`src/rtl/fifo_rd_stream_if.sv`:
```
// Bundle of the FIFO read port and the downstream valid/ready stream for fifo_rd_stream.
// The master modport is the adapter's view; the slave modport is the environment's view.
interface fifo_rd_stream_if #(
    parameter int DATA_W = 8,
    parameter int CNT_W  = 16
);
    logic              fifo_empty;
    logic [DATA_W-1:0] fifo_dout;
    logic              fifo_rd_en;
    logic [DATA_W-1:0] m_data;
    logic              m_valid;
    logic              m_ready;
    logic [CNT_W-1:0]  beat_cnt;

    modport master (
        input  fifo_empty,
        input  fifo_dout,
        input  m_ready,
        output fifo_rd_en,
        output m_data,
        output m_valid,
        output beat_cnt
    );

    modport slave (
        output fifo_empty,
        output fifo_dout,
        output m_ready,
        input  fifo_rd_en,
        input  m_data,
        input  m_valid,
        input  beat_cnt
    );
endinterface

```
`src/rtl/fifo_rd_stream.sv`:
```
// Drains a one-cycle-latency FIFO onto a valid/ready stream through a 2-entry skid buffer,
// issuing pops only when a buffer slot is guaranteed for the returning word.
module fifo_rd_stream #(
    parameter int DATA_W = 8,
    parameter int CNT_W  = 16
) (
    input logic              clk,
    input logic              rst_n,
    fifo_rd_stream_if.master bus
);

    logic              inflight;
    logic [DATA_W-1:0] m_data_q;
    logic              m_valid_q;
    logic [DATA_W-1:0] skid_data;
    logic              skid_valid;
    logic [CNT_W-1:0]  beat_cnt_q;

    logic [1:0]        occ;
    logic              pop;
    logic [2:0]        fill_next;
    logic              rd_en;
    logic              load_out_from_skid;
    logic              load_out_from_fifo;
    logic              load_skid;

    function automatic logic [CNT_W-1:0] wrap_inc(input logic [CNT_W-1:0] cnt);
        return cnt + CNT_W'(1);
    endfunction

    assign occ       = {1'b0, m_valid_q} + {1'b0, skid_valid};
    assign pop       = m_valid_q & bus.m_ready;
    assign fill_next = {1'b0, occ} + {2'b0, inflight} - {2'b0, pop};

    // A pop is only issued when the word returning next cycle is sure to find a free slot.
    assign rd_en = rst_n & ~bus.fifo_empty & (fill_next < 3'd2);

    assign load_out_from_skid = pop & skid_valid;
    assign load_out_from_fifo = inflight & ~skid_valid & (pop | ~m_valid_q);
    assign load_skid          = inflight & ~load_out_from_fifo;

    // Stage: pop issued -> word on fifo_dout
    always_ff @(posedge clk or negedge rst_n) begin
        if (!rst_n) begin
            inflight <= 1'b0;
        end else begin
            inflight <= rd_en;
        end
    end

    // Stage: fifo_dout -> output / skid registers
    always_ff @(posedge clk or negedge rst_n) begin
        if (!rst_n) begin
            m_data_q  <= '0;
            m_valid_q <= 1'b0;
        end else if (load_out_from_skid) begin
            m_data_q  <= skid_data;
            m_valid_q <= 1'b1;
        end else if (load_out_from_fifo) begin
            m_data_q  <= bus.fifo_dout;
            m_valid_q <= 1'b1;
        end else if (pop) begin
            m_valid_q <= 1'b0;
        end
    end

    always_ff @(posedge clk or negedge rst_n) begin
        if (!rst_n) begin
            skid_data  <= '0;
            skid_valid <= 1'b0;
        end else if (load_skid) begin
            skid_data  <= bus.fifo_dout;
            skid_valid <= 1'b1;
        end else if (load_out_from_skid) begin
            skid_valid <= 1'b0;
        end
    end

    always_ff @(posedge clk or negedge rst_n) begin
        if (!rst_n) begin
            beat_cnt_q <= '0;
        end else if (pop) begin
            beat_cnt_q <= wrap_inc(beat_cnt_q);
        end
    end

    assign bus.fifo_rd_en = rd_en;
    assign bus.m_data     = m_data_q;
    assign bus.m_valid    = m_valid_q;
    assign bus.beat_cnt   = beat_cnt_q;

    a_no_overfill : assert property (@(posedge clk) disable iff (!rst_n)
        ({1'b0, occ} + {2'b0, inflight}) <= 3'd2);

    a_no_underflow : assert property (@(posedge clk) disable iff (!rst_n)
        !(rd_en && bus.fifo_empty));

    a_stall_hold : assert property (@(posedge clk) disable iff (!rst_n)
        (m_valid_q && !bus.m_ready) |=> (m_valid_q && $stable(m_data_q)));

endmodule

```
`src/flat_wrapper.sv`:
```
// flat-port wrapper written by rule: the top's interface ports become plain ports
module fifo_rd_stream_flat 
#(
    parameter int DATA_W = 8,
    parameter int CNT_W  = 16
)
  (clk, rst_n, bus_fifo_empty, bus_fifo_dout, bus_m_ready, bus_fifo_rd_en, bus_m_data, bus_m_valid, bus_beat_cnt);
  fifo_rd_stream_if #(.DATA_W(DATA_W), .CNT_W(CNT_W)) bus_i ();
  input logic clk;
  input logic rst_n;
  input wire logic [$bits(bus_i.fifo_empty)-1:0] bus_fifo_empty;
  input wire logic [$bits(bus_i.fifo_dout)-1:0] bus_fifo_dout;
  input wire logic [$bits(bus_i.m_ready)-1:0] bus_m_ready;
  output wire logic [$bits(bus_i.fifo_rd_en)-1:0] bus_fifo_rd_en;
  output wire logic [$bits(bus_i.m_data)-1:0] bus_m_data;
  output wire logic [$bits(bus_i.m_valid)-1:0] bus_m_valid;
  output wire logic [$bits(bus_i.beat_cnt)-1:0] bus_beat_cnt;
  assign bus_i.fifo_empty = bus_fifo_empty;
  assign bus_i.fifo_dout = bus_fifo_dout;
  assign bus_i.m_ready = bus_m_ready;
  assign bus_fifo_rd_en = bus_i.fifo_rd_en;
  assign bus_m_data = bus_i.m_data;
  assign bus_m_valid = bus_i.m_valid;
  assign bus_beat_cnt = bus_i.beat_cnt;
  fifo_rd_stream #(.DATA_W(DATA_W), .CNT_W(CNT_W)) u_core (.clk(clk), .rst_n(rst_n), .bus(bus_i));
endmodule
```
`config.mk`:
```
export PLATFORM = sky130hd
export DESIGN_NAME = fifo_rd_stream_flat
export DESIGN_NICKNAME = d
export VERILOG_FILES = /design/src/rtl/fifo_rd_stream_if.sv /design/src/rtl/fifo_rd_stream.sv /design/src/flat_wrapper.sv
export SDC_FILE = /design/constraint.sdc
export NUM_CORES = 1
export LEC_CHECK = 0
export ABC_CLOCK_PERIOD_IN_PS = 1850
export BUFFER_PORTS_ARGS = -buffer_cell sky130_fd_sc_hd__buf_4
export CAP_MARGIN = 20
export CORE_MARGIN = 2
export CORE_UTILIZATION = 35
export DETAILED_ROUTE_END_ITERATION = 12
export SLEW_MARGIN = 20
export SYNTH_ARGS = -nofsm -noshare
export SYNTH_HDL_FRONTEND = slang
export SYNTH_SLANG_ARGS = --single-unit
```
`constraint.sdc`:
```
create_clock -name clk -period 1.85 [get_ports clk]
set_input_delay 0.0925 -clock clk [delete_from_list [all_inputs] [get_ports clk]]
set_output_delay 0.0925 -clock clk [all_outputs]
set_load 0.03 [all_outputs]
```
==> run summary, run 1 <==
Status = finished, violations left
Failing checks = setup timing
Die height = 69.8 um
RSZ-0062 raised after global routing = true
Vias in the first global route = 1261
CTS tree = done
Critical path class = flip-flop to output pin
Core area = 4090 um2
Slack of the critical path = -172 ps
Critical Path Start Type = flip-flop
R2r startpoint = u_core.bus.m_valid
Port-buffer cells = 37
Hold Crit Depth = 2
Drt initial violations = 49
DRT Pass-1 Iters = 4
Initial antenna violation count = 0
Maximum vdd drop = 0.000721 V
Final min period = 2020 ps
Pre-CTS WS = 68.8 ps
Crit-path max FO = 2
Total power = 0.00317 W
Max-slew violations = 0
Clk_lat worst skew = 290 ps
Worst r2r path cells = 10
Drt drc = 0
CTS H-Tree Depth = 2
Layout cells sized above 1 = 0.436
Number of diodes = 0
Worst Max-Slew Pin Slew = 449 ps
Max Cap Viol = 0
Number of I/O pins = 38
Pin count of the biggest net entering global routing = 36
Mean post-synth cell area = 12.2 um2
Mapped Cells = 124
Root Buffer Master = clkbuf_8
Crit. Startpoint = u_core.bus.m_valid
Fin crit share = 1.09
Routability cong. = 0.788
Layout area overhead = 40.2%
Distinct cells, synth = 26
Reg-to-reg endpoint = u_core.bus.beat_cnt[1]
Detail Route Antenna Nets = 0
Die width = 69.8 um
Leak = 1.01 nW
GRT overflow = 0
Worst hold path class = input pin to flip-flop
Hold path endpoint = u_core.skid_data[2]
Site Rows = 23
Ys Warns = 0
Wire per inst = 14.2 um
Worst Path Arrival = 1930 ps
Register area share after synthesis = 0.579
Maximum clock frequency = 494 MHz
Post-Syn Area = 1510 um2
Slew HR = 0.700
Total track usage = 0.155
Vias post-DR = 1183
Clock transition at the registers of the reported paths = 70 ps
Die ar. = 4870 um2
Starting Density = 0.370
Cts bufs inserted = 5
Sink Count = 35
Placed Instances = 213
Drt via density = 5.12
Final Skew = 7.49 ps
R2r setup slk = 70 ps
Setup violations, final = 1
Synth Register Bits = 35
Cell Count, Final, Fillers Out = 231
Global-route wire length before repair = 5.96 mm
DP HPWL = 2.35 mm
Syn nets = 139
Worst Setup End Kind = output pin
Final hold vios = 0
Drt total wl = 3.27 mm
Layout Nets = 195
CTS max path bufs = 2
Worst EP required = 1760 ps
Hold Path Origin = bus_fifo_dout[2]
PD cells = 1500 nW/um2
registers in the layout, indices dropped and copies added, names as in the netlist:
name / flops
u_core.skid_data: 8
u_core.inflight: 1
u_core.skid_valid: 1
u_core.bus.m_valid: 1
u_core.bus.m_data: 8
u_core.bus.beat_cnt: 16
area by class of cell:
| class | count | area (um2) |
|---|---|---|
| clock buffers | 8 | 100 |
| fillers | 370 | 1960 |
| inverters | 6 | 22.5 |
| multi-input cells | 81 | 667 |
| flip-flops and latches | 35 | 877 |
| well taps | 50 | 62.6 |
| repair buffers | 51 | 393 |
placed cells by master, fill, tap and decap left out, types with 2 or more instances in the layout:
cell and count:
buf_4 48, o21a_1 7, nor2_1 5, nand2_2 2
dfrtp_1 34, o21ai_0 3, xor2_1 6, nand3_1 9
buf_6 2, ha_4 2, nand2_1 6, inv_2 2
mux2_2 7, xnor2_1 9, o22a_1 7, inv_1 4
nand4_1 4, clkbuf_8 7
per-layer routing:
metal | up-vias | track usage | share of wire | wire, um
li1 | 542 | - | - | -
met1 | 590 | 0.190 | 0.45 | 1480
met2 | 42 | 0.247 | 0.46 | 1500
met3 | 9 | 0.0610 | 0.068 | 224
met4 | 0 | 0.0534 | 0.020 | 65
met5 | - | 0 | 0 | 0
cell families (layout without fill, tap and decap cells):
group,Yosys count,in the layout,synth area share
XOR/XNOR,16,16,0.0926
multiplexers,8,8,0.0595
adder cells (fa/ha/maj),3,3,0.0248
AND/OR/NAND/NOR,34,34,0.124
flip-flops,35,35,0.579
AO/OA/AOI/OAI,20,20,0.0992
buffers and inverters,8,65,0.0215
Yosys cell counts (all sizes together):
library cell,count,share of area
mux2,8,0.060
o21ai,4,0.016
nor4,1,0.0083
buf,2,0.0066
and3,1,0.0041
dfrtp,35,0.58
nor2,6,0.017
nand3,9,0.030
inv,6,0.015
nor3b,1,0.0050
o22a,7,0.040
nand4,5,0.025
xor2,6,0.035
o211ai,1,0.0050
ha,3,0.025
nand2,8,0.021
o21a,7,0.035
and4,1,0.0058
xnor2,10,0.058
nor2b,1,0.0041
a21oi,1,0.0033
or3,1,0.0041
power breakdown:
| group | total, W | internal, W | switching [W] | leakage [nW] |
|---|---|---|---|---|
| sequential | 0.00123 | 0.00102 | 0.000205 | 0.439 |
| combinational | 0.00134 | 0.000646 | 0.000695 | 0.519 |
| clock | 0.000605 | 0.000340 | 0.000266 | 0.0515 |
| total | 0.00317 | 0.00201 | 0.00117 | 1.01 |
how the worst max path moves through the flow:
stage	endpoint	cells past startpoint	slack (ps)
final	bus_fifo_rd_en	9	-170
after global placement	bus_fifo_rd_en	9	130
after floorplan	u_core.inflight	8	-120
after detailed placement	bus_fifo_rd_en	9	70
after global routing	bus_fifo_rd_en	9	-250
after CTS	bus_fifo_rd_en	9	-160
worst max-delay path, cell delays in order (launching register included):
cell and delay (ps):
dfrtp_2 410, nand2_2 80, inv_2 50, ha_4 250, inv_2 40, ha_4 260, a21oi_4 50, xnor2_2 150
nor3b_4 200, buf_6 160
what timing repair did:
action,in CTS,in global routing
resized for setup,2,2
gates cloned,0,0
endpoints found under the hold margin,35,0
setup buffers,11,1
hold buffers,1,0
pin swaps,5,0
setup endpoints to repair,1,4
metrics by stage:
| step | util | setup TNS [ps] | area, um2 | hold WS (ps) |
|---|---|---|---|---|
| floorplan | - | -191 | 1570 | -203 |
| global placement | 0.473 | 0 | 1930 | 177 |
| detailed placement | 0.473 | 0 | 1930 | 187 |
| CTS | 0.522 | -247 | 2130 | 39.6 |
| global route | 0.519 | -251 | 2120 | 44.9 |
| finish | 0.519 | -172 | 2120 | 50.4 |
Power figures use the tool's default switching activity.
==> run 2: changes to the inputs <==
--- a/config.mk
+++ b/config.mk
@@ -8,9 +8,12 @@
 export ABC_CLOCK_PERIOD_IN_PS = 1850
 export BUFFER_PORTS_ARGS = -buffer_cell sky130_fd_sc_hd__buf_4
 export CAP_MARGIN = 20
+export CELL_PAD_IN_SITES_DETAIL_PLACEMENT = 1
+export CELL_PAD_IN_SITES_GLOBAL_PLACEMENT = 1
 export CORE_MARGIN = 2
 export CORE_UTILIZATION = 35
 export DETAILED_ROUTE_END_ITERATION = 12
+export PLACE_DENSITY_LB_ADDON = 0.1
 export SLEW_MARGIN = 20
 export SYNTH_ARGS = -nofsm -noshare
 export SYNTH_HDL_FRONTEND = slang
==> run 2 against run 1 <==
Effect of this change: the run still ends with setup timing left; sequential power hardly changed; largest power group unchanged; combinational power is 4% higher; highest routed layer unchanged; clock-buffer cell count is 2 lower; cell area is 1.1% higher; non-clock buffer count stayed put; flip-flop and latch count stayed put.
==> run summary, run 2 (synthesized netlist as in run 1, its figures left out) <==
Commonest non-fill, non-tap cell in the layout = buf_4 (unchanged)
Worst EP required = 1760 ps (about the same)
Setup violations, final = 1 (unchanged)
GRT overflow = 0 (unchanged)
GR Layer Usage met2 = 0.290 (was 0.247)
Critical Path Start Type = flip-flop (unchanged)
DP HPWL = 2.49 mm (was 2.35 mm)
Global routing's busiest layer = met2 (unchanged)
Sum Neg Setup Slack = -201 ps (was -172 ps)
Layout cells sized above 1 = 0.448 (was 0.436)
Layout Nets = 195 (unchanged)
Slew HR = 0.696 (was 0.700)
Worst Max-Slew Pin Slew = 456 ps (was 449 ps)
Number of flip-flops in the largest register = 16 (unchanged)
Drt total wl = 3.71 mm (was 3.27 mm)
Wire per inst = 16.1 um (was 14.2 um)
Die height = 69.8 um (unchanged)
Cts bufs inserted = 5 (unchanged)
PD cells = 1550 nW/um2 (was 1500 nW/um2)
Slack of the critical path = -201 ps (was -172 ps)
Maximum vdd drop = 0.000658 V (was 0.000721 V)
Clk_lat worst skew = 280 ps (was 290 ps)
Max-slew violations = 0 (unchanged)
Detail Route Antenna Nets = 0 (unchanged)
Worst Setup End Kind = output pin (unchanged)
Global-route wire length before repair = 6.31 mm (was 5.96 mm)
Worst hold slack = 51.0 ps (was 50.4 ps)
Drt drc = 0 (unchanged)
Port-buffer cells = 37 (unchanged)
Root Buffer Master = clkbuf_8 (unchanged)
Final min period = 2050 ps (was 2020 ps)
Vias post-DR = 1153 (was 1183)
Leak = 1.02 nW (was 1.01 nW)
Number of diodes = 0 (unchanged)
Final hold vios = 0 (unchanged)
Number of I/O pins = 38 (unchanged)
Most frequent cells in the layout = 48 x buf_4, 34 x dfrtp_1, 9 x xnor2_1, 9 x nand3_1 (unchanged)
M3 GR Usage = 0.0407 (was 0.0610)
Site Rows = 23 (unchanged)
Initial antenna violation count = 0 (unchanged)
Vias in the first global route = 1298 (was 1261)
Routability cong. = 0.780 (was 0.788)
Failing checks = setup timing (unchanged)
Crit-path max FO = 2 (unchanged)
CTS max path bufs = 2 (unchanged)
Status = finished, violations left (unchanged)
CTS tree = done (unchanged)
GR Util met1 = 0.195 (was 0.190)
Final Skew = 3.00 ps (was 7.49 ps)
Starting Density = 0.370 (unchanged)
Worst r2r path cells = 9 (was 10)
RSZ-0062 raised after global routing = true (unchanged)
DRT Pass-1 Iters = 2 (was 4)
Drt initial violations = 42 (was 49)
Clock transition at the registers of the reported paths = 70 ps (about the same)
Die width = 69.8 um (unchanged)
Drt via density = 4.99 (was 5.12)
Core area = 4090 um2 (unchanged)
Total track usage = 0.167 (was 0.155)
Pre-CTS WS = 60.9 ps (was 68.8 ps)
Layout area overhead = 41.7% (was 40.2%)
Fin crit share = 1.11 (was 1.09)
Hold Crit Depth = 2 (unchanged)
Max Cap Viol = 0 (unchanged)
Worst Path Arrival = 1960 ps (was 1930 ps)
Pin count of the biggest net entering global routing = 36 (unchanged)
Worst hold path class = input pin to flip-flop (unchanged)
Critical path class = flip-flop to output pin (unchanged)
CTS H-Tree Depth = 2 (unchanged)
Sink Count = 35 (unchanged)
Die ar. = 4870 um2 (unchanged)
Maximum clock frequency = 487 MHz (was 494 MHz)
run 2: what timing repair did:
| item | 4_1_cts | 5_1_grt |
|---|---|---|
| setup buffers | 12 | 1 |
| endpoints found under the hold margin | 35 | 0 |
| gates cloned | 0 | 0 |
| hold buffers | 1 | 0 |
| pin swaps | 6 | 0 |
| resized for setup | 2 | 3 |
| setup endpoints to repair | 1 | 12 |
run 2: area by class of cell:
cell class              count  area [um2]
fillers                   441        1940
flip-flops and latches     35         877
multi-input cells          81         672
repair buffers             51         393
clock buffers               6        82.6
well taps                  50        62.6
clock inverters             2        35.0
inverters                   6        22.5
run 2: worst paths after layout:
kind | slack [ps] | to | from
setup / recovery | -200 | bus_fifo_rd_en | u_core.bus.m_valid
max in group asynchronous | 1080 | u_core.bus.m_valid | rst_n
hold / removal | 50 | u_core.skid_data[0] | bus_fifo_dout[0]
setup reg to reg | 130 | u_core.inflight | u_core.bus.m_valid
hold reg to reg | 490 | u_core.skid_data[6] | u_core.skid_data[6]
min in group asynchronous | 420 | u_core.bus.beat_cnt[3] | rst_n
run 2: through the flow:
| stage | instances | util | total power (W) | instance area, um2 |
|---|---|---|---|---|
| 5_1_grt | 231 | 0.525 | 0.00353 | 2140 |
| 3_3_place_gp | 213 | 0.473 | 0.00246 | 1930 |
| 2_1_floorplan | 124 | - | 0.00207 | 1570 |
| 4_1_cts | 234 | 0.528 | 0.00335 | 2160 |
| 6_report | 231 | 0.525 | 0.00332 | 2140 |
| 3_5_place_dp | 213 | 0.473 | 0.00253 | 1930 |
run 2: worst max-delay path, cell delays in order, from the launching register on:
cell and delay [ps]:
dfrtp_2 420, nand2_2 70, inv_2 50, ha_4 250, inv_2 40, ha_4 260, a21oi_4 60, xnor2_2 150
nor3b_4 210, buf_6 160
run 2: power by group:
| group | leakage (nW) | internal [W] | switching (W) |
|---|---|---|---|
| clock network | 0.0612 | 0.000436 | 0.000259 |
| registers | 0.439 | 0.00102 | 0.000216 |
| logic | 0.522 | 0.000659 | 0.000728 |
| total | 1.02 | 0.00212 | 0.00120 |
run 2: metal layers:
| metal | part of all wire | routed length [um] | vias up |
|---|---|---|---|
| li1 | - | - | 552 |
| met1 | 0.43 | 1580 | 562 |
| met2 | 0.51 | 1900 | 30 |
| met3 | 0.043 | 161 | 9 |
| met4 | 0.018 | 68 | 0 |
| met5 | 0 | 0 | - |
==> run 3: changes to the inputs <==
--- a/config.mk
+++ b/config.mk
@@ -5,6 +5,7 @@
 export SDC_FILE = /design/constraint.sdc
 export NUM_CORES = 1
 export LEC_CHECK = 0
+export ABC_AREA = 1
 export ABC_CLOCK_PERIOD_IN_PS = 1850
 export BUFFER_PORTS_ARGS = -buffer_cell sky130_fd_sc_hd__buf_4
 export CAP_MARGIN = 20
==> run 3 against run 2 <==
Effect of this change: flip-flop and latch count unchanged; critical path depth increased by 1; sequential power decreased by 35%; fmax increased by 1.5%; highest routed layer unchanged; critical endpoint unchanged; routed wire length increased by 6.2%; the run still ends with setup timing left; largest power group is now sequential cells; core utilization decreased by 3.5 points; critical path type unchanged.
==> run summary, run 3 <==
Die height = 72.0 um (was 69.8 um)
Detail Route Antenna Nets = 0 (unchanged)
Ys Warns = 0 (unchanged)
Site Rows = 24 (was 23)
Drt via density = 4.93 (was 4.99)
Top-count cell post-synth = nand2_1 (was dfrtp_1)
Most frequent cells in the layout = 46 x nand2_1, 45 x buf_4, 34 x dfrtp_1 (was 48 x buf_4, 34 x dfrtp_1, 9 x xnor2_1, 9 x nand3_1)
Worst Max-Slew Pin Slew = 451 ps (was 456 ps)
Max Cap Viol = 0 (unchanged)
Maximum clock frequency = 495 MHz (was 487 MHz)
Routability cong. = 0.716 (was 0.780)
CTS H-Tree Depth = 2 (unchanged)
RSZ-0062 raised after global routing = true (unchanged)
Hold path endpoint = u_core.skid_data[7] (was u_core.skid_data[0])
Slack of the critical path = -171 ps (was -201 ps)
Layout area overhead = 33.5% (was 41.7%)
Mean post-synth cell area = 8.85 um2 (was 12.2 um2)
Die width = 72.0 um (was 69.8 um)
Post-Syn Area = 1620 um2 (was 1510 um2)
Port-buffer cells = 37 (unchanged)
Register area share after synthesis = 0.541 (was 0.579)
Synth cell count leaders = 46 x nand2_1, 35 x dfrtp_1, 22 x nor2_1 (was 35 x dfrtp_1, 10 x xnor2_1, 9 x nand3_1)
Drt drc = 0 (unchanged)
Yosys top cell area share = 0.541 (was 0.579)
Sink Count = 35 (unchanged)
Critical path class = flip-flop to output pin (unchanged)
Maximum vdd drop = 0.000312 V (was 0.000658 V)
Vias in the first global route = 1543 (was 1298)
Status = finished, violations left (unchanged)
Number of flip-flops in the largest register = 16 (unchanged)
EDFF count, synth = 0 (unchanged)
Reg-to-reg endpoint = u_core.inflight (unchanged)
Final min period = 2020 ps (was 2050 ps)
Worst EP required = 1760 ps (about the same)
Placed Instances = 275 (was 213)
Total track usage = 0.172 (was 0.167)
CTS max path bufs = 2 (unchanged)
DP HPWL = 2.94 mm (was 2.49 mm)
Worst hold slack = 49.7 ps (was 51.0 ps)
Final-layout fill cell count = 547 (was 441)
Cell Count, Final, Fillers Out = 288 (was 231)
Worst Setup End Kind = output pin (unchanged)
Layout cells sized above 1 = 0.288 (was 0.448)
CTS tree = done (unchanged)
Final hold vios = 0 (unchanged)
DRT Pass-1 Iters = 4 (was 2)
Clk_lat worst skew = 280 ps (about the same)
R2r startpoint = u_core.bus.m_valid (unchanged)
Hold Path Origin = bus_fifo_dout[7] (was bus_fifo_dout[0])
Global-route wire length before repair = 6.84 mm (was 6.31 mm)
Largest area contributor in the netlist = dfrtp_1 (unchanged)
Die ar. = 5190 um2 (was 4870 um2)
Mapped Cells = 183 (was 124)
Root Buffer Master = clkbuf_8 (unchanged)
FFs w/ async S/R, synth = 1.00 (unchanged)
Leak = 1.17 nW (was 1.02 nW)
Slew HR = 0.699 (was 0.696)
Synth area leaders = dfrtp_1 54%, nand2_1 11%, nor2_1 5.1% (was dfrtp_1 58%, mux2_2 6.0%, xnor2_1 5.8%)
Wire per inst = 13.7 um (was 16.1 um)
Syn nets = 198 (was 139)
Layout Nets = 250 (was 195)
Distinct cells, synth = 22 (was 26)
Starting Density = 0.367 (was 0.370)
Worst Path Arrival = 1930 ps (was 1960 ps)
Number of I/O pins = 38 (unchanged)
GRT overflow = 0 (unchanged)
Vias post-DR = 1421 (was 1153)
Initial antenna violation count = 0 (unchanged)
Total power = 0.00143 W (was 0.00332 W)
PD cells = 663 nW/um2 (was 1550 nW/um2)
Drt total wl = 3.94 mm (was 3.71 mm)
Critical Path Start Type = flip-flop (unchanged)
Post-DP Area = 2000 um2 (was 1930 um2)
Pin count of the biggest net entering global routing = 36 (unchanged)
Core area = 4410 um2 (was 4090 um2)
Setup violations, final = 1 (unchanged)
Final Skew = 6.03 ps (was 3.00 ps)
Number of diodes = 0 (unchanged)
Fin crit share = 1.09 (was 1.11)
R2r setup slk = 240 ps (was 130 ps)
Drt initial violations = 36 (was 42)
Clock transition at the registers of the reported paths = 70 ps (about the same)
Worst hold path class = input pin to flip-flop (unchanged)
Worst r2r path cells = 9 (unchanged)
Post-synth top flop = dfrtp_1 (unchanged)
Hold Crit Depth = 3 (was 2)
Failing checks = setup timing (unchanged)
Commonest non-fill, non-tap cell in the layout = nand2_1 (was buf_4)
Pre-CTS WS = -25.7 ps (was 60.9 ps)
Synth Register Bits = 35 (unchanged)
Final instance area = 2160 um2 (was 2140 um2)
Max-slew violations = 0 (unchanged)
Cts bufs inserted = 5 (unchanged)
Crit-path max FO = 2 (unchanged)
-- run 3: cell types whose count changed in the layout (fill, tap and decap cells not counted), moves of 4 or more --
| cell | previous run | this run |
|---|---|---|
| xnor2_1 | 9 | 5 |
| nand3_1 | 9 | 16 |
| o21a_1 | 7 | 0 |
| mux2_2 | 7 | 0 |
| nand2_1 | 6 | 46 |
| nor2_1 | 5 | 22 |
| inv_1 | 4 | 19 |
| o22ai_1 | 0 | 7 |
| o22a_1 | 7 | 0 |
-- run 3: timing repair --
item                                   in CTS  in global routing
gates cloned                                0                  0
buffers inserted                            4                  0
hold buffers                                1                  0
endpoints found under the hold margin      35                  0
gates resized for setup                     5                  1
pin swaps                                   5                  5
setup endpoints to repair                   1                  1
-- run 3: how the worst max path moves through the flow --
stage                       start              to  slack [ps]  depth (start not counted)
6_report       u_core.bus.m_valid  bus_fifo_rd_en        -170                         10
5_1_grt        u_core.bus.m_valid  bus_fifo_rd_en        -220                         10
4_1_cts        u_core.bus.m_valid  bus_fifo_rd_en        -210                         10
3_5_place_dp   u_core.bus.m_valid  bus_fifo_rd_en         -30                         10
3_3_place_gp   u_core.bus.m_valid  bus_fifo_rd_en          80                         10
2_1_floorplan  u_core.bus.m_valid  bus_fifo_rd_en          10                          9
-- run 3: worst max-delay path, stage by stage, from the launching register on --
cell     delay, ps
dfrtp_2        430
nand2_4         80
inv_4           40
ha_4           250
inv_2           40
ha_4           210
a21oi_4        120
nor2_1          60
nor2_1         100
and3_4         200
buf_6          130
-- run 3: per-stage QoR --
| stage | setup TNS, ps | util |
|---|---|---|
| after floorplan | 0 | - |
| after global placement | 0 | 0.454 |
| after detailed placement | -25.7 | 0.454 |
| after CTS | -212 | 0.488 |
| after global routing | -224 | 0.490 |
| final | -171 | 0.490 |
-- run 3: logic make-up after synthesis --
group                      share of synthesized area
AOI/OAI and AO/OA                             0.0409
xor gates and xnor gates                      0.0541
adders and majority gates                     0.0232
buffers and inverters                         0.0564
DFF                                            0.541
and+or+nand+nor                                0.285
-- run 3: final cells by class --
cell class / instances / area, um2 / area share
flip-flops and latches: 35 / 877 / 0.405
multi-input cells: 125 / 699 / 0.323
repair buffers: 47 / 359 / 0.166
inverters: 21 / 81.3 / 0.0376
clock buffers: 7 / 76.3 / 0.0353
well taps: 52 / 65.1 / 0.0301
clock inverters: 1 / 5.00 / 0.00231
-- run 3: where the power goes --
group          switching [W]  internal, W  total [W]
sequential         0.0000144     0.000792   0.000807
combinational      0.0000531    0.0000414  0.0000946
clock               0.000268     0.000264   0.000532
-- run 3: per-layer routing --
layer | track usage | vias up | wire length [um]
met5 | 0 | - | 0
met4 | 0.0608 | 0 | 53
met3 | 0.0500 | 5 | 205
met2 | 0.320 | 29 | 2050
met1 | 0.183 | 696 | 1630
li1 | - | 691 | -
